**src/rtl/alu_pkg.sv**
```systemverilog
`default_nettype none
// ============================================================================
//  Module      : alu_pkg
//  Description : Shared ALU constants, pipeline control struct and parameter
//                legality check for cla_pipe_addsub.
//  Revision    : 1.0  initial release
// ============================================================================
package alu_pkg;

    localparam int CLA_GROUP = 4;

    // Per-stage control payload; the data payload is width-dependent and is
    // declared next to the stage that owns it.
    typedef struct packed {
        logic valid;
        logic carry;
`ifdef CLA_PIPE_SAT_EN
        logic sat;
`endif
    } stage_ctl_t;

    function automatic bit cla_cfg_ok(input int width, input int stages);
        return (stages >= 1) && (stages <= 4) && (width > 0) &&
               ((width % (CLA_GROUP * stages)) == 0);
    endfunction

endpackage
`default_nettype wire

```
**src/rtl/cla_pipe_addsub_if.sv**
```systemverilog
`default_nettype none
// ============================================================================
//  Module      : cla_pipe_addsub_if
//  Description : Operand/result valid-ready bundle for cla_pipe_addsub.
//  Revision    : 1.0  initial release
// ============================================================================
interface cla_pipe_addsub_if #(
    parameter int WIDTH = 16
);
    logic             in_valid;
    logic             in_ready;
    logic [WIDTH-1:0] a;
    logic [WIDTH-1:0] b;
    logic             sub;
`ifdef CLA_PIPE_SAT_EN
    logic             sat;
`endif
    logic             out_valid;
    logic             out_ready;
    logic [WIDTH-1:0] sum;
    logic             cout;
    logic             ovf;
    logic             zero;

    modport master (
`ifdef CLA_PIPE_SAT_EN
        output sat,
`endif
        output in_valid, a, b, sub, out_ready,
        input  in_ready, out_valid, sum, cout, ovf, zero
    );

    modport slave (
`ifdef CLA_PIPE_SAT_EN
        input  sat,
`endif
        input  in_valid, a, b, sub, out_ready,
        output in_ready, out_valid, sum, cout, ovf, zero
    );

endinterface
`default_nettype wire

```
**src/rtl/cla_group4.sv**
```systemverilog
`default_nettype none
// ============================================================================
//  Module      : cla_group4
//  Description : 4-bit carry-lookahead group: sum plus group generate/propagate.
//  Revision    : 1.0  initial release
// ============================================================================
module cla_group4 (
    input  wire logic [3:0] a,
    input  wire logic [3:0] b,
    input  wire logic       cin,
    output logic      [3:0] sum,
    output logic            g,
    output logic            p
);
    logic [3:0] w_gi;
    logic [3:0] w_pi;
    logic [3:0] w_c;

    assign w_gi = a & b;
    assign w_pi = a ^ b;

    assign w_c[0] = cin;
    assign w_c[1] = w_gi[0] | (w_pi[0] & cin);
    assign w_c[2] = w_gi[1] | (w_pi[1] & w_gi[0]) | (&w_pi[1:0] & cin);
    assign w_c[3] = w_gi[2] | (w_pi[2] & w_gi[1]) | (&w_pi[2:1] & w_gi[0]) |
                    (&w_pi[2:0] & cin);

    assign sum = w_pi ^ w_c;
    assign g   = w_gi[3] | (w_pi[3] & w_gi[2]) | (&w_pi[3:2] & w_gi[1]) |
                 (&w_pi[3:1] & w_gi[0]);
    assign p   = &w_pi;

endmodule
`default_nettype wire

```
**src/rtl/cla_pipe_addsub.sv**
```systemverilog
`default_nettype none
// ============================================================================
//  Module      : cla_pipe_addsub
//  Description : Pipelined carry-lookahead add/sub, one WIDTH/STAGES slice per
//                register stage, global-stall valid/ready flow control.
//                Optional saturation enabled by defining CLA_PIPE_SAT_EN.
//  Revision    : 1.0  initial release
// ============================================================================
module cla_pipe_addsub
    import alu_pkg::*;
#(
    parameter int WIDTH  = 16,
    parameter int STAGES = 2
) (
    input  wire logic        clk,
    input  wire logic        rst,
    cla_pipe_addsub_if.slave bus
);
    localparam int SLICE_W = WIDTH / STAGES;
    localparam int NGRP    = SLICE_W / CLA_GROUP;

    logic             adv;
    logic             r_out_valid;
    logic [WIDTH-1:0] r_out_sum;
    logic             r_out_cout;
    logic             r_out_ovf;
    logic             r_out_zero;

    if (!cla_cfg_ok(WIDTH, STAGES)) begin : g_cfg_check
        $error("cla_pipe_addsub: WIDTH must be a multiple of 4*STAGES, STAGES 1..4");
    end

    // Whole pipe advances together; the output register is the only stall source.
    assign adv           = !r_out_valid || bus.out_ready;
    assign bus.in_ready  = adv;
    assign bus.out_valid = r_out_valid;
    assign bus.sum       = r_out_sum;
    assign bus.cout      = r_out_cout;
    assign bus.ovf       = r_out_ovf;
    assign bus.zero      = r_out_zero;

    for (genvar k = 0; k < STAGES; k++) begin : g_stage
        localparam int LO = k * SLICE_W;
        localparam int HI = WIDTH - LO - SLICE_W;

        logic [SLICE_W-1:0] w_a;
        logic [SLICE_W-1:0] w_b;
        logic [SLICE_W-1:0] w_s;
        logic               w_cin;
        logic               w_vld;
`ifdef CLA_PIPE_SAT_EN
        logic               w_sat;
`endif
        logic [NGRP-1:0]    w_g;
        logic [NGRP-1:0]    w_p;
        logic [NGRP:0]      w_c;

        if (k == 0) begin : g_src
            assign w_a   = bus.a[SLICE_W-1:0];
            assign w_b   = bus.b[SLICE_W-1:0] ^ {SLICE_W{bus.sub}};
            assign w_cin = bus.sub;
            assign w_vld = bus.in_valid;
`ifdef CLA_PIPE_SAT_EN
            assign w_sat = bus.sat;
`endif
        end else begin : g_src
            assign w_a   = g_stage[k-1].g_reg.r_ua[SLICE_W-1:0];
            assign w_b   = g_stage[k-1].g_reg.r_ub[SLICE_W-1:0];
            assign w_cin = g_stage[k-1].g_reg.r_ctl.carry;
            assign w_vld = g_stage[k-1].g_reg.r_ctl.valid;
`ifdef CLA_PIPE_SAT_EN
            assign w_sat = g_stage[k-1].g_reg.r_ctl.sat;
`endif
        end

        for (genvar j = 0; j < NGRP; j++) begin : g_grp
            cla_group4 u_grp (
                .a   (w_a[CLA_GROUP*j +: CLA_GROUP]),
                .b   (w_b[CLA_GROUP*j +: CLA_GROUP]),
                .cin (w_c[j]),
                .sum (w_s[CLA_GROUP*j +: CLA_GROUP]),
                .g   (w_g[j]),
                .p   (w_p[j])
            );
        end

        // Group-level lookahead across the slice; unrolled into two-level logic.
        always_comb begin
            logic carry;
            carry  = w_cin;
            w_c[0] = carry;
            for (int j = 0; j < NGRP; j++) begin
                carry    = w_g[j] | (w_p[j] & carry);
                w_c[j+1] = carry;
            end
        end

        if (k < STAGES - 1) begin : g_reg
            logic [LO+SLICE_W-1:0] r_sum;
            logic [HI-1:0]         r_ua;
            logic [HI-1:0]         r_ub;
            stage_ctl_t            r_ctl;
            logic [LO+SLICE_W-1:0] w_sum_nxt;
            logic [HI-1:0]         w_ua_nxt;
            logic [HI-1:0]         w_ub_nxt;

            if (k == 0) begin : g_nxt
                assign w_sum_nxt = w_s;
                assign w_ua_nxt  = bus.a[WIDTH-1:SLICE_W];
                assign w_ub_nxt  = bus.b[WIDTH-1:SLICE_W] ^ {HI{bus.sub}};
            end else begin : g_nxt
                assign w_sum_nxt = {w_s, g_stage[k-1].g_reg.r_sum};
                assign w_ua_nxt  = g_stage[k-1].g_reg.r_ua[HI+SLICE_W-1:SLICE_W];
                assign w_ub_nxt  = g_stage[k-1].g_reg.r_ub[HI+SLICE_W-1:SLICE_W];
            end

            always_ff @(posedge clk) begin
                if (rst) begin
                    r_sum <= '0;
                    r_ua  <= '0;
                    r_ub  <= '0;
                    r_ctl <= '0;
                end else if (adv) begin
                    r_sum       <= w_sum_nxt;
                    r_ua        <= w_ua_nxt;
                    r_ub        <= w_ub_nxt;
                    r_ctl.valid <= w_vld;
                    r_ctl.carry <= w_c[NGRP];
`ifdef CLA_PIPE_SAT_EN
                    r_ctl.sat   <= w_sat;
`endif
                end
            end
        end else begin : g_out
            logic [WIDTH-1:0] w_raw;
            logic [WIDTH-1:0] w_fin;
            logic             w_ovf;

            if (k == 0) begin : g_asm
                assign w_raw = w_s;
            end else begin : g_asm
                assign w_raw = {w_s, g_stage[k-1].g_reg.r_sum};
            end

            assign w_ovf = (w_a[SLICE_W-1] == w_b[SLICE_W-1]) &&
                           (w_s[SLICE_W-1] != w_a[SLICE_W-1]);

`ifdef CLA_PIPE_SAT_EN
            always_comb begin
                w_fin = w_raw;
                if (w_sat && w_ovf)
                    w_fin = w_a[SLICE_W-1] ? {1'b1, {(WIDTH-1){1'b0}}}
                                           : {1'b0, {(WIDTH-1){1'b1}}};
            end
`else
            assign w_fin = w_raw;
`endif

            always_ff @(posedge clk) begin
                if (rst) begin
                    r_out_valid <= 1'b0;
                    r_out_sum   <= '0;
                    r_out_cout  <= 1'b0;
                    r_out_ovf   <= 1'b0;
                    r_out_zero  <= 1'b0;
                end else if (adv) begin
                    r_out_valid <= w_vld;
                    r_out_sum   <= w_vld ? w_fin : '0;
                    r_out_cout  <= w_vld && w_c[NGRP];
                    r_out_ovf   <= w_vld && w_ovf;
                    r_out_zero  <= w_vld && (w_fin == '0);
                end
            end
        end
    end

endmodule
`default_nettype wire

```
**src/flat_wrapper.sv**
```systemverilog
// flat-port wrapper written by rule: the top's interface ports become plain ports
module cla_pipe_addsub_flat import alu_pkg::*;
#(
    parameter int WIDTH  = 16,
    parameter int STAGES = 2
)
  (clk, rst, bus_in_valid, bus_a, bus_b, bus_sub, bus_out_ready, bus_in_ready, bus_out_valid, bus_sum, bus_cout, bus_ovf, bus_zero);
  cla_pipe_addsub_if #(.WIDTH(WIDTH)) bus_i ();
  input  wire logic clk;
  input  wire logic rst;
  input wire logic [$bits(bus_i.in_valid)-1:0] bus_in_valid;
  input wire logic [$bits(bus_i.a)-1:0] bus_a;
  input wire logic [$bits(bus_i.b)-1:0] bus_b;
  input wire logic [$bits(bus_i.sub)-1:0] bus_sub;
  input wire logic [$bits(bus_i.out_ready)-1:0] bus_out_ready;
  output wire logic [$bits(bus_i.in_ready)-1:0] bus_in_ready;
  output wire logic [$bits(bus_i.out_valid)-1:0] bus_out_valid;
  output wire logic [$bits(bus_i.sum)-1:0] bus_sum;
  output wire logic [$bits(bus_i.cout)-1:0] bus_cout;
  output wire logic [$bits(bus_i.ovf)-1:0] bus_ovf;
  output wire logic [$bits(bus_i.zero)-1:0] bus_zero;
  assign bus_i.in_valid = bus_in_valid;
  assign bus_i.a = bus_a;
  assign bus_i.b = bus_b;
  assign bus_i.sub = bus_sub;
  assign bus_i.out_ready = bus_out_ready;
  assign bus_in_ready = bus_i.in_ready;
  assign bus_out_valid = bus_i.out_valid;
  assign bus_sum = bus_i.sum;
  assign bus_cout = bus_i.cout;
  assign bus_ovf = bus_i.ovf;
  assign bus_zero = bus_i.zero;
  cla_pipe_addsub #(.WIDTH(WIDTH), .STAGES(STAGES)) u_core (.clk(clk), .rst(rst), .bus(bus_i));
endmodule
```
**config.mk**
```make
export PLATFORM = sky130hd
export DESIGN_NAME = cla_pipe_addsub_flat
export DESIGN_NICKNAME = d
export VERILOG_FILES = /design/src/rtl/alu_pkg.sv /design/src/rtl/cla_pipe_addsub_if.sv /design/src/rtl/cla_group4.sv /design/src/rtl/cla_pipe_addsub.sv /design/src/flat_wrapper.sv
export SDC_FILE = /design/constraint.sdc
export NUM_CORES = 1
export LEC_CHECK = 0
export CAP_MARGIN = 5
export CORE_UTILIZATION = 35
export CTS_BUF_LIST = sky130_fd_sc_hd__clkbuf_8
export CTS_CLUSTER_DIAMETER = 30
export DETAILED_ROUTE_END_ITERATION = 8
export MAX_ROUTING_LAYER = met4
export PLACE_DENSITY_LB_ADDON = 0.3
export SLEW_MARGIN = 10
export SYNTH_ARGS = -nofsm -noshare
export SYNTH_HDL_FRONTEND = slang
export SYNTH_HIERARCHICAL = 1
export SYNTH_SLANG_ARGS = --single-unit
export TNS_END_PERCENT = 10
```
**constraint.sdc**
```tcl
create_clock -name clk -period 6.1 [get_ports clk]
set_input_delay 0.61 -clock clk [delete_from_list [all_inputs] [get_ports clk]]
set_output_delay 0.61 -clock clk [all_outputs]
set_load 0.05 [all_outputs]
```
Word level (Yosys, flattened, before mapping):

Cells that the tools add are included.

* bitwise gates (word level): 94
* reduce and logical (&&, ||, !) cells: 31
* equality and inequality tests: 2
* muxes and demuxes: 1

Operators by type and width (number)
* 1-bit AND: 40
* 1-bit OR: 40
* 4-bit bitwise XOR: 8
* 2-bit AND reduction: 12
* 3-bit AND reduction: 8
* 4-bit AND: 4
* 16-bit logical NOT: 1
* 16-bit two-way mux: 1
* 4-bit AND reduction: 4
* 8-bit bitwise XOR: 2
* 1-bit logical AND: 4
* 1-bit == test: 1
* 1-bit logical NOT: 1
* 1-bit logical OR: 1
* 1-bit != test: 1

* register bits after elaboration: 46
* output and inout bits: 21

Logic depth before layout (Yosys ltp):

Gate-level depths: netlist of run 1.

* depth in word-level cells: 12
* mapped depth: 13
* depth with buffers taken out: 11

Cells and area by module:

Netlist of run 1, hierarchy kept.

By module, submodules not included
* cla_pipe_addsub: times used 1, seq. area each 920.9 µm², area each 1928.1 µm², cells each 221
* cla_group4: times used 4, seq. area each 0.0 µm², area each 170.2 µm², cells each 21

Least setup slack after synthesis of run 1:

OpenSTA, ideal clock, no wires.

* path kind: input to register
* start: input bus_sub
* end: register u_core.g_stage[0].g_reg.r_sum[4]
* data arrival time: 2.603 ns
* buffers on the path: 2
* stages: 13
* setup slack: 3.426 ns
* data required time: 6.030 ns
* cell sequence: buf_6 > buf_12 > xor2_1 > ha_1 > a21oi_1 > nand2_1 > a21o_1 > a21o_1 > inv_1 > fa_1 > inv_1 > nand2_1 > a21oi_1

* cells in the longest elaborated chain, start to end: 8
* elaborated cells between the ends (all ways): 16
* those cells by class: 13 x bitwise; 3 x reduce/logical

Ends and longest elaborated chain
* start: declaration: RTL line flat_wrapper.sv:14 `input wire logic [$bits(bus_i.sub)-1:0] bus_sub;`
* 8-bit bitwise XOR (*): RTL line cla_pipe_addsub.sv:60 `assign w_b = bus.b[SLICE_W-1:0] ^ {SLICE_W{bus.sub}};`
* via u_core.g_stage[0].w_b[2]: RTL line cla_pipe_addsub.sv:47 `logic [SLICE_W-1:0] w_b;`
* 4-bit AND or 4-bit bitwise XOR (tied branches): RTL line cla_group4.sv:19, cla_group4.sv:20
* 1-bit AND or 2-bit AND reduction (tied branches): RTL line cla_group4.sv:29 `assign g = w_gi[3] | (w_pi[3] & w_gi[2]) | (&w_pi[3:2] & w_gi[1]) |`
* 1-bit OR or 1-bit AND (tied branches): RTL line cla_group4.sv:29
* 1-bit OR: RTL line cla_group4.sv:29
* 1-bit OR (*): RTL line cla_group4.sv:29
* via u_core.g_stage[0].w_g[0]: RTL line cla_pipe_addsub.sv:54 `logic [NGRP-1:0] w_g;`
* 1-bit OR (*): RTL line cla_pipe_addsub.sv:93 `carry = w_g[j] | (w_p[j] & carry);`
* via u_core.g_stage[0].w_c[1]: RTL line cla_pipe_addsub.sv:56 `logic [NGRP:0] w_c;`
* 4-bit bitwise XOR (*): RTL line cla_group4.sv:28 `assign sum = w_pi ^ w_c;`
* via u_core.g_stage[0].g_reg.w_sum_nxt[4]: RTL line cla_pipe_addsub.sv:103 `logic [LO+SLICE_W-1:0] w_sum_nxt;`
* end signal: assignment: RTL line cla_pipe_addsub.sv:124 `r_sum <= w_sum_nxt;`
* end: declaration: RTL line cla_pipe_addsub.sv:99 `logic [LO+SLICE_W-1:0] r_sum;`

Mark *: on every way through the listed nets, which the timed path passes. The rest lies on a longest branch.
A chain may end at the register's enable or synchronous reset.

Worst setup path in the final report of run 1:

* start: input bus_out_ready
* end: output bus_in_ready

* cells in the longest elaborated chain, start to end: 1

Ends and longest elaborated chain
* start: declaration: RTL line flat_wrapper.sv:15 `input wire logic [$bits(bus_i.out_ready)-1:0] bus_out_ready;`
* 1-bit logical OR: RTL line cla_pipe_addsub.sv:34 `assign adv = !r_out_valid || bus.out_ready;`
* end: declaration: RTL line flat_wrapper.sv:16 `output wire logic [$bits(bus_i.in_ready)-1:0] bus_in_ready;`

Every way passes these cells.

==> results of run 1 <==
==> synthesized netlist by cell type <==
cell type / number
a21oi_1: 38
and3b_1: 1
nand4_1: 4
inv_1: 16
nor4b_1: 1
xor2_1: 12
nand3b_1: 1
and4_2: 4
buf_12: 1
inv_4: 1
nand2_1: 55
nor4_1: 3
o211ai_1: 1
dfxtp_1: 46
nor2_1: 13
buf_6: 4
nor2b_4: 1
xnor2_1: 16
buf_4: 3
nor3b_1: 1
clkbuf_1: 2
nor3_1: 1
ha_1: 16
fa_1: 4
a211oi_1: 2
a21o_1: 10
a211oi_2: 8
nor4_2: 1
nand3_1: 26
a21oi_2: 4
o21ai_0: 1
buf_2: 8
==> cells in the final DEF, fill, tap and decap left out <==
master / instances
nor4_1: 3
xor2_1: 12
inv_4: 1
clkinv_2: 1
clkbuf_8: 6
o21ai_0: 1
nor4b_1: 1
o211ai_1: 1
inv_1: 17
xnor2_1: 16
nand3_1: 26
a211oi_1: 2
buf_2: 1
a211oi_2: 8
nor2b_4: 1
nand4_1: 4
nand2_1: 55
a21oi_1: 38
a21o_1: 10
fa_1: 4
clkdlybuf4s50_1: 56
nor4_2: 1
nor3b_1: 1
and4_2: 4
dfxtp_1: 46
a21oi_2: 4
nand3b_1: 1
nor2_1: 13
and3b_1: 1
ha_1: 16
nor3_1: 1
==> kinds of logic (layout without fill, tap and decap cells) <==
| group | count (synthesis) | count (layout) |
|---|---|---|
| AO/OA/AOI/OAI | 64 | 64 |
| AND/OR/NAND/NOR | 112 | 112 |
| buffers and inverters | 35 | 82 |
| XOR/XNOR | 28 | 28 |
| flip-flops | 46 | 46 |
| adder cells (fa/ha/maj) | 20 | 20 |
==> sequential cells by signal (all words and copies together), names as in the netlist <==
signal / count
u_core/bus.cout: 1
u_core/bus.ovf: 1
u_core/bus.out_valid: 1
u_core/g_stage.g_reg.r_ua: 8
u_core/g_stage.g_reg.r_ub: 8
u_core/bus.sum: 16
u_core/g_stage.w_vld: 1
u_core/bus.zero: 1
u_core/g_stage.w_cin: 1
u_core/g_stage.g_reg.r_sum: 8
==> power groups by stage <==
stage                     combinational [W]  sequential (W)  clock [W]
after global placement             0.000204        0.000351          0
after detailed placement           0.000207        0.000351          0
final                              0.000208        0.000344   0.000185
after CTS                          0.000209        0.000344   0.000195
after global routing               0.000233        0.000348   0.000207
after floorplan                    0.000138        0.000361          0
==> area by class of cell <==
cell class	count	area, µm²
inverter	17	66.3
sequential	46	921
multi-input combinational	224	1490
timing repair buffer	57	566
tap	99	124
clock buffer	6	82.6
fill	727	3960
clock inverter	2	8.76
==> path summary, 6_finish.rpt <==
kind / slack (ns) / endpoint / cells after the start / startpoint
setup / recovery: 2.47 / bus_in_ready / 4 / bus_out_ready
hold / removal: 0.45 / u_core/bus.sum[14]$_SDFFE_PP0P_ / 2 / u_core/bus.sum[14]$_SDFFE_PP0P_
setup reg to reg: 3.66 / u_core/bus.zero$_SDFFE_PP0P_ / 11 / u_core/g_stage[0].g_reg.r_ua[1]$_SDFFE_PP0P_
hold reg to reg: 0.45 / u_core/bus.sum[14]$_SDFFE_PP0P_ / 2 / u_core/bus.sum[14]$_SDFFE_PP0P_
==> critical path: stages <==
cell and delay [ns]:
clkdlybuf4s50_1 0.44, nor2b_4 0.70, inv_4 0.42, clkdlybuf4s50_1 0.82
==> per-stage QoR <==
step                      setup slack, ns  area [µm²]  utilization [%]  total power (W)
after floorplan                      3.43        2610                -         0.000499
after global placement               2.42        3160             43.8         0.000555
after detailed placement             2.34        3160             43.8         0.000558
after CTS                            2.45        3250             45.1         0.000748
after global routing                 2.28        3250             45.1         0.000788
final                                2.47        3250             45.1         0.000738
==> metal layers <==
metal	GRT usage (%)	wire length [µm]	up-vias
li1	-	-	1125
met1	21.7	2660	939
met2	22.4	2360	57
met3	3.08	212	4
met4	5.57	49	0
met5	-	0	-
==> summary.txt, run 1 <==
Yosys
  • Mux share of post-synthesis cell area: 0%
  • Syn. warnings: 6
  • Simple-Gate Fraction of Synth Area: 20.4%
  • Syn Nets: 362
  • Compound-Gate Fraction of Synth Area: 16.4%
  • Post-synthesis cell count: 305
  • Cell accounting for the most synthesized area: dfxtp_1
  • Yosys reg bits: 46
  • Yosys cell types: 32
  • Largest family of logic cells by synthesized area: simple AND/OR/NAND/NOR gates
  • Adder-Cell Fraction of Synth Area: 10.7%
  • Post-Syn Area per Cell: 8.55 µm²
  • Mapped cell area: 0.00261 mm²
  • Synth Area in XOR/XNOR: 9.40%
  • Seq/Total Area, Yosys: 35.3%
  • Yosys top cell area share: 35.3%
  • Synth area leaders: dfxtp_1 (35%), nand2_1 (7.9%), ha_1 (7.7%)

Global route
  • GRT overflow: 0
  • Initial antenna violation count: 0
  • Pin count of the biggest net entering global routing: 55
  • Total GRT Usage: 15.7%
  • First-pass GRT wire length: 9370 µm
  • Vias in the first global route: 2047

Die
  • Starting Density: 36.2%
  • # rows: 31
  • Die width: 88.3 µm
  • Io pins: 58
  • Die extent in y: 88.3 µm
  • Die Footprint: 0.00780 mm²
  • Core area: 0.00721 mm²

Drt
  • Residual DRC: 0
  • DR pass1 iterations: 5
  • Final wirelength: 5280 µm
  • Initial DRC Count: 105
  • Number of vias per cell: 4.71
  • DR vias: 2125
  • DR WL/cell: 11.7 µm
  • Post-DRT Antenna Nets: 0

Clock tree
  • Clk pin slew, worst setup/hold paths: 0.08 ns
  • CTS Sinks: 46
  • TritonCTS clock tree: done
  • # Post-CTS Setup Buffers: 0
  • Num CTS Buffers: 5
  • Clock tree buffer depth: 2
  • Post_cts resized: 0
  • H-tree depth: 2
  • Hold bufs inserted after CTS: 0
  • Clock root cell: clkbuf_8
  • Worst-skew pair later-pin latency: 0.29 ns

STA
  • Slew margin rel.: 34.8%
  • Hold_ws: 0.453 ns
  • TNS Setup: 0 ns
  • Tightest Pin Transition: 0.975 ns
  • Setup Skew: 0.00276 ns
  • Final setup violation count: 0
  • Final worst path period share: 59.5%
  • Final hold vios: 0
  • Maximum clock rate: 0.276 GHz
  • Post-layout min period: 3.63 ns
  • RSZ-0062 raised after global routing: false
  • Slew Viols, Final: 0

Cells and area
  • Nets: 408
  • Non-Filler Instances: 451
  • Layout area overhead: 24.7%
  • Share of layout cells above drive strength 1: 7.67%
  • # diodes: 0

Power
  • Clock group share of total power: 25.1%
  • Max VDD drop: 0.0934 mV
  • Reg power frac: 46.6%
  • Power Density: 227 mW/mm²
  • Switching part of the total power: 30.9%
  • Leakage: 1.35 nW
  • Comb pwr share: 28.2%
  • Power Internal: 0.000510 W
  • NetSw: 0.000228 W

Worst setup path
  • Arr. time, crit path: 3.02 ns
  • Crit path max fanout: 54
  • Setup CP Type: input pin to output pin
  • Worst setup EP type: output pin
  • Setup crit start kind: input pin
  • Worst EP required: 5.49 ns

Job
  • Max Cap Viol: 0

Placement
  • Cell Count Post-Placement: 443
  • Post-DP HPWL: 3850 µm
  • Final GP Congestion: 0.802
  • IO Port Bufs: 57

Min path
  • Tightest Hold Check Type: flip-flop to flip-flop

Run status
  • Status: finished clean
No activity file was read; power rests on OpenSTA's default activity.
==> inputs of run 2 (changes only) <==
clock period = 3.2 ns   (was 6.1 ns; I/O delays follow)
==> run 2 against run 1 <==
Critical path depth grew 8. Sequential share of layout area shrank 0.45 points. Final cell count grew 0.89%. Die area is the same. Worst hold slack is essentially flat. First-iteration DRC count grew 47%. Sequential power grew 91%. Clock power grew 130%. Count of clock-buffer cells in the layout shrank 1. Utilization grew 0.73 points. Non-clock buffer count grew 4. Via count grew 0.71%.
==> summary.txt, run 2 (synthesis results as in run 1) <==
Job
  • Max Cap Viol: 0 (unchanged)

STA
  • Final setup violation count: 0 (unchanged)
  • TNS Setup: 0 ns (unchanged)
  • Final hold vios: 0 (unchanged)
  • Slew Viols, Final: 0 (unchanged)
  • RSZ-0062 raised after global routing: false
  • Maximum clock rate: 0.392 GHz
  • Tightest Pin Transition: 0.928 ns (-0.0468 ns)
  • Setup Skew: 0.00973 ns (+0.00697 ns)
  • Slew margin rel.: 38.1% (+3.3 points)
  • Hold_ws: 0.454 ns (+0.000495 ns)
  • Setup WS post-layout: 0.652 ns (-1.82 ns)
  • Post-layout min period: 2.55 ns
  • Final worst path period share: 79.6%

Die
  • Die extent in y: 88.3 µm (unchanged)
  • # rows: 31 (unchanged)
  • Die Footprint: 0.00780 mm² (unchanged)
  • Io pins: 58 (unchanged)
  • Starting Density: 36.2% (unchanged)
  • Core area: 0.00721 mm² (unchanged)
  • Die width: 88.3 µm (unchanged)

Run status
  • Status: finished clean

Clock tree
  • Post_cts resized: 0 (unchanged)
  • # Post-CTS Setup Buffers: 0 (unchanged)
  • Clock tree buffer depth: 2 (unchanged)
  • Worst-skew pair later-pin latency: 0.30 ns (about the same)
  • Hold bufs inserted after CTS: 0 (unchanged)
  • Clk pin slew, worst setup/hold paths: 0.09 ns (about the same)
  • H-tree depth: 2 (unchanged)
  • CTS Sinks: 46 (unchanged)
  • Num CTS Buffers: 5 (unchanged)
  • Clock root cell: clkbuf_8
  • TritonCTS clock tree: done

Cells and area
  • # diodes: 0 (unchanged)
  • Max reg flops: 16 (unchanged)
  • Most frequent cells in the layout: clkdlybuf4s50_1 (56), nand2_1 (55), dfxtp_1 (46), a21oi_1 (38), nand3_1 (26)
  • Non-Filler Instances: 455 (+0.89%)
  • Share of layout cells above drive strength 1: 8.99% (+1.3 points)
  • Commonest non-fill, non-tap cell in the layout: clkdlybuf4s50_1
  • Nets: 412 (+0.98%)
  • Layout area overhead: 26.8%

Power
  • Max VDD drop: 0.221 mV (+140%)
  • Power Density: 449 mW/mm² (+98%)
  • Leakage: 1.36 nW (+1.3%)

Global route
  • GRT overflow: 0 (unchanged)
  • Total GRT Usage: 14.9% (-0.77 points)
  • Pin count of the biggest net entering global routing: 54 (-1.8%)
  • First-pass GRT wire length: 8960 µm (-4.3%)
  • Vias in the first global route: 1975 (-3.5%)
  • Initial antenna violation count: 0 (unchanged)

Worst setup path
  • Setup crit start kind: input pin
  • Worst EP required: 3.43 ns (-2.06 ns)
  • Arr. time, crit path: 2.78 ns (-0.24 ns)
  • Worst setup EP type: flip-flop
  • Crit path max fanout: 5 (-91%)
  • Crit-path slowest cell: clkdlybuf4s50_1
  • Crit-path cells: clkdlybuf4s50_1, xor2_1, ha_1, a21oi_1, nand2_1, a21o_1, a21o_1, inv_1, fa_1, inv_1, nand2_1, a21oi_1
  • Setup CP Type: input pin to flip-flop
  • Largest stage delay, worst path: 0.51 ns (-0.31 ns)

Placement
  • Final GP Congestion: 0.813 (+1.4%)
  • IO Port Bufs: 57 (unchanged)
  • Dpl ws: 0.359 ns (-1.98 ns)
  • Cell Count Post-Placement: 447 (+0.90%)
  • Post-DP HPWL: 3850 µm (about the same)

Drt
  • Uppermost layer routed: met4
  • DR pass1 iterations: 4 (-1)
  • Initial DRC Count: 154 (+47%)
  • Residual DRC: 0 (unchanged)
  • Met2 routed WL: 2210 µm (-6.2%)
  • Number of vias per cell: 4.70 (-0.18%)
  • Final wirelength: 5250 µm (-0.55%)
  • Post-DRT Antenna Nets: 0 (unchanged)
  • Routed wl met3: 242 µm (+14%)
  • DR vias: 2140 (+0.71%)
  • WL met1: 2710 µm (+2.0%)
  • DR WL/cell: 11.5 µm (-1.4%)

Min path
  • Tightest Hold Check Type: flip-flop to flip-flop
## run 2: cell types whose count changed in the layout (fill, tap and decap cells not counted), sizes merged
cell	change
buf	+4
clkbuf	-1
bufinv	+1
inv	-1
clkinvlp	+2
clkinv	-1
## run 2: where the power goes
part | internal (W) | switching, W | total, W
Clock | 0.000232 | 0.000196 | 0.000428
Sequential | 0.000619 | 0.0000377 | 0.000656
Combinational | 0.000184 | 0.000214 | 0.000399
Total | 0.00104 | 0.000448 | 0.00148
## run 2: area by class of cell
cell class                 instances  area [µm²]
clock buffer                       5        68.8
multi-input combinational        224        1490
tap                               99         124
inverter                          17        66.3
timing repair buffer              61         596
fill                             756        3910
clock inverter                     3        45.0
sequential                        46         921
## run 2: routing by layer
metal | vias up | track usage [%]
li1 | 1134 | -
met1 | 946 | 20.5
met2 | 52 | 21.5
met3 | 8 | 2.15
met4 | 0 | 6.45
met5 | - | -
## run 2: stage by stage
stage / util (%) / total power (W) / cell area, µm²
floorplan: - / 0.000951 / 2610
global route: 45.8 / 0.00158 / 3310
global placement: 44.3 / 0.00106 / 3190
detailed placement: 44.3 / 0.00107 / 3190
CTS: 45.8 / 0.00150 / 3310
finish: 45.8 / 0.00148 / 3310
## run 2: worst paths after layout
check                           slack, ns  depth (start not counted)                                            end                                    startpoint
worst max register to register       0.76                         11                    u_core/bus.ovf$_SDFFE_PP0P_  u_core/g_stage[0].g_reg.r_ua[2]$_SDFFE_PP0P_
worst min register to register       0.45                          2                u_core/bus.sum[11]$_SDFFE_PP0P_               u_core/bus.sum[11]$_SDFFE_PP0P_
worst min-delay path                 0.45                          2                u_core/bus.sum[11]$_SDFFE_PP0P_               u_core/bus.sum[11]$_SDFFE_PP0P_
worst max-delay path                 0.65                         12  u_core/g_stage[0].g_reg.r_sum[4]$_SDFFE_PP0P_                                       bus_sub
## run 2: worst max-delay path, delay by kind of cell
family | cells | cell delay [ns]
xor gates and xnor gates | 1 | 0.20
buffers and inverters | 3 | 0.65
and+or+nand+nor | 2 | 0.13
AOI/OAI and AO/OA | 4 | 0.73
adders and majority gates | 2 | 0.75
==> inputs of run 3 (changes only) <==
clock period = 2.6 ns   (was 3.2 ns; I/O delays follow)
==> run 3 against run 2 <==
Via count up 1.3%. Register-to-register slack worse by 0.58 ns. Global-route usage up 0.31 points. Count of clock-buffer cells in the layout unchanged. Final cell count up 1.8%. Cell area up 2.2%. Utilization up 1.0 points. Critical path type is now flip-flop to flip-flop.
==> summary.txt, run 3 (synthesis results as in run 1) <==
Cells and area
  • Max reg flops: 16 (unchanged)
  • Final Core Density: 46.9% (+1.0 points)
  • Most frequent cells in the layout: clkdlybuf4s50_1 (55), nand2_1 (55), dfxtp_1 (46), a21oi_1 (37), nand3_1 (26)
  • Share of layout cells above drive strength 1: 11.8% (+2.8 points)
  • Layout area overhead: 29.6%
  • Nets: 420 (+1.9%)
  • # fillers: 728 (-3.7%)
  • # diodes: 0 (unchanged)

Clock tree
  • Hold bufs inserted after CTS: 0 (unchanged)
  • TritonCTS clock tree: done
  • CTS Sinks: 46 (unchanged)
  • Worst-skew pair later-pin latency: 0.29 ns (about the same)
  • Post_cts resized: 0 (unchanged)
  • Clock root cell: clkbuf_8
  • Clock tree buffer depth: 2 (unchanged)
  • H-tree depth: 2 (unchanged)
  • Num CTS Buffers: 5 (unchanged)
  • # Post-CTS Setup Buffers: 0 (unchanged)
  • Clk pin slew, worst setup/hold paths: 0.08 ns (about the same)

STA
  • Post-layout min period: 2.42 ns
  • Final setup violation count: 0 (unchanged)
  • Maximum clock rate: 0.414 GHz
  • Slew Viols, Final: 0 (unchanged)
  • RSZ-0062 raised after global routing: false
  • Tightest Pin Transition: 0.690 ns (-0.238 ns)
  • Final worst path period share: 92.9%
  • Slew margin rel.: 54.0% (+16 points)
  • Final hold vios: 0 (unchanged)
  • Setup Skew: 0.00655 ns (-0.00318 ns)
  • TNS Setup: 0 ns (unchanged)

Power
  • Comb pwr share: 28.6% (+1.7 points)
  • NetSw: 0.000538 W (+20%)
  • Clock group share of total power: 27.4% (-1.5 points)
  • Reg power frac: 44.0% (-0.2 points)
  • Max VDD drop: 0.297 mV (+34%)
  • Switching part of the total power: 29.5% (-0.74 points)
  • Power Internal: 0.00129 W (+24%)
  • Power Density: 539 mW/mm² (+20%)
  • Leakage: 1.42 nW (+3.8%)

Drt
  • Initial DRC Count: 103 (-33%)
  • Residual DRC: 0 (unchanged)
  • Post-DRT Antenna Nets: 0 (unchanged)
  • Number of vias per cell: 4.68 (-0.49%)
  • DR vias: 2167 (+1.3%)
  • Final wirelength: 5370 µm (+2.3%)
  • DR WL/cell: 11.6 µm (+0.56%)
  • DR pass1 iterations: 4 (unchanged)

Global route
  • Total GRT Usage: 15.2% (+0.31 points)
  • Initial antenna violation count: 0 (unchanged)
  • Vias in the first global route: 1956 (-0.96%)
  • GRT overflow: 0 (unchanged)
  • Pin count of the biggest net entering global routing: 46 (-15%)
  • First-pass GRT wire length: 9050 µm (+0.91%)

Placement
  • Final GP Congestion: 0.813 (unchanged)
  • IO Port Bufs: 57 (unchanged)
  • Post-DP HPWL: 4010 µm (+4.0%)

Worst setup path
  • Setup CP Type: flip-flop to flip-flop
  • Arr. time, crit path: 2.63 ns (-0.15 ns)
  • Worst setup EP type: flip-flop
  • Crit-path slowest cell: fa_1
  • Largest stage delay, worst path: 0.47 ns (-0.04 ns)
  • Worst EP required: 2.81 ns (-0.62 ns)
  • Crit path max fanout: 5 (unchanged)
  • Crit-path cells: ha_1, nand3_1, nand2_1, a21o_1, a21o_1, inv_1, fa_1, inv_1, nor4_2, nand3_1, o21ai_0
  • Setup crit start kind: flip-flop

Die
  • Die width: 88.3 µm (unchanged)
  • # rows: 31 (unchanged)
  • Io pins: 58 (unchanged)
  • Die extent in y: 88.3 µm (unchanged)
  • Core area: 0.00721 mm² (unchanged)
  • Die Footprint: 0.00780 mm² (unchanged)
  • Starting Density: 36.2% (unchanged)

Min path
  • Tightest Hold Check Type: flip-flop to flip-flop

Run status
  • Status: finished clean

Job
  • Max Cap Viol: 0 (unchanged)
[run 3: through the flow]
stage	setup WS [ns]	instance area, µm²	cells	hold WS (ns)	total power [W]
finish	0.184	3380	463	0.452	0.00182
global route	0.000774	3380	463	0.476	0.00195
CTS	0.141	3360	463	0.457	0.00183
detailed placement	-0.112	3250	455	0.446	0.00133
global placement	-0.0184	3250	455	0.440	0.00132
floorplan	0.276	2610	305	0.400	0.00117
[run 3: routing by layer]
metal / up-vias / track usage, % / routed length (µm) / part of all wire [%]
met5: - / - / 0 / 0
met4: 0 / 5.28 / 80 / 1.5
met3: 7 / 3.17 / 251 / 4.7
met2: 51 / 22.4 / 2280 / 42
met1: 961 / 20.5 / 2760 / 51
li1: 1148 / - / - / -
[run 3: worst paths after layout]
kind / startpoint / to / slack (ns) / cells past startpoint
max: u_core/g_stage[0].g_reg.r_ub[1]$_SDFFE_PP0P_ / u_core/bus.zero$_SDFFE_PP0P_ / 0.18 / 11
min: u_core/bus.sum[12]$_SDFFE_PP0P_ / u_core/bus.sum[12]$_SDFFE_PP0P_ / 0.45 / 2
max reg2reg: u_core/g_stage[0].g_reg.r_ub[1]$_SDFFE_PP0P_ / u_core/bus.zero$_SDFFE_PP0P_ / 0.18 / 11
min reg2reg: u_core/bus.sum[12]$_SDFFE_PP0P_ / u_core/bus.sum[12]$_SDFFE_PP0P_ / 0.45 / 2
[run 3: cell type report]
type                       count  area [µm²]  share of cell area [%]
multi-input combinational    224        1510                    44.7
sequential                    46         921                    27.2
timing repair buffer          69         653                    19.3
tap                           99         124                    3.66
clock buffer                   5        68.8                    2.04
inverter                      17        66.3                    1.96
clock inverter                 3        37.5                    1.11
[run 3: power by group through the flow]
stage	registers, W	clock network, W	logic (W)
2_1_floorplan	0.000848	0	0.000323
3_3_place_gp	0.000818	0	0.000506
3_5_place_dp	0.000819	0	0.000511
4_1_cts	0.000802	0.000517	0.000514
5_1_grt	0.000810	0.000552	0.000583
6_report	0.000802	0.000500	0.000522
[run 3: critical path: cells and delay by family (launching register included)]
family	cells	cell delay, ns
fa+ha+maj	2	0.85
simple gates	4	0.60
compound gates	3	0.44
flops	1	0.32
buf+inv	2	0.13
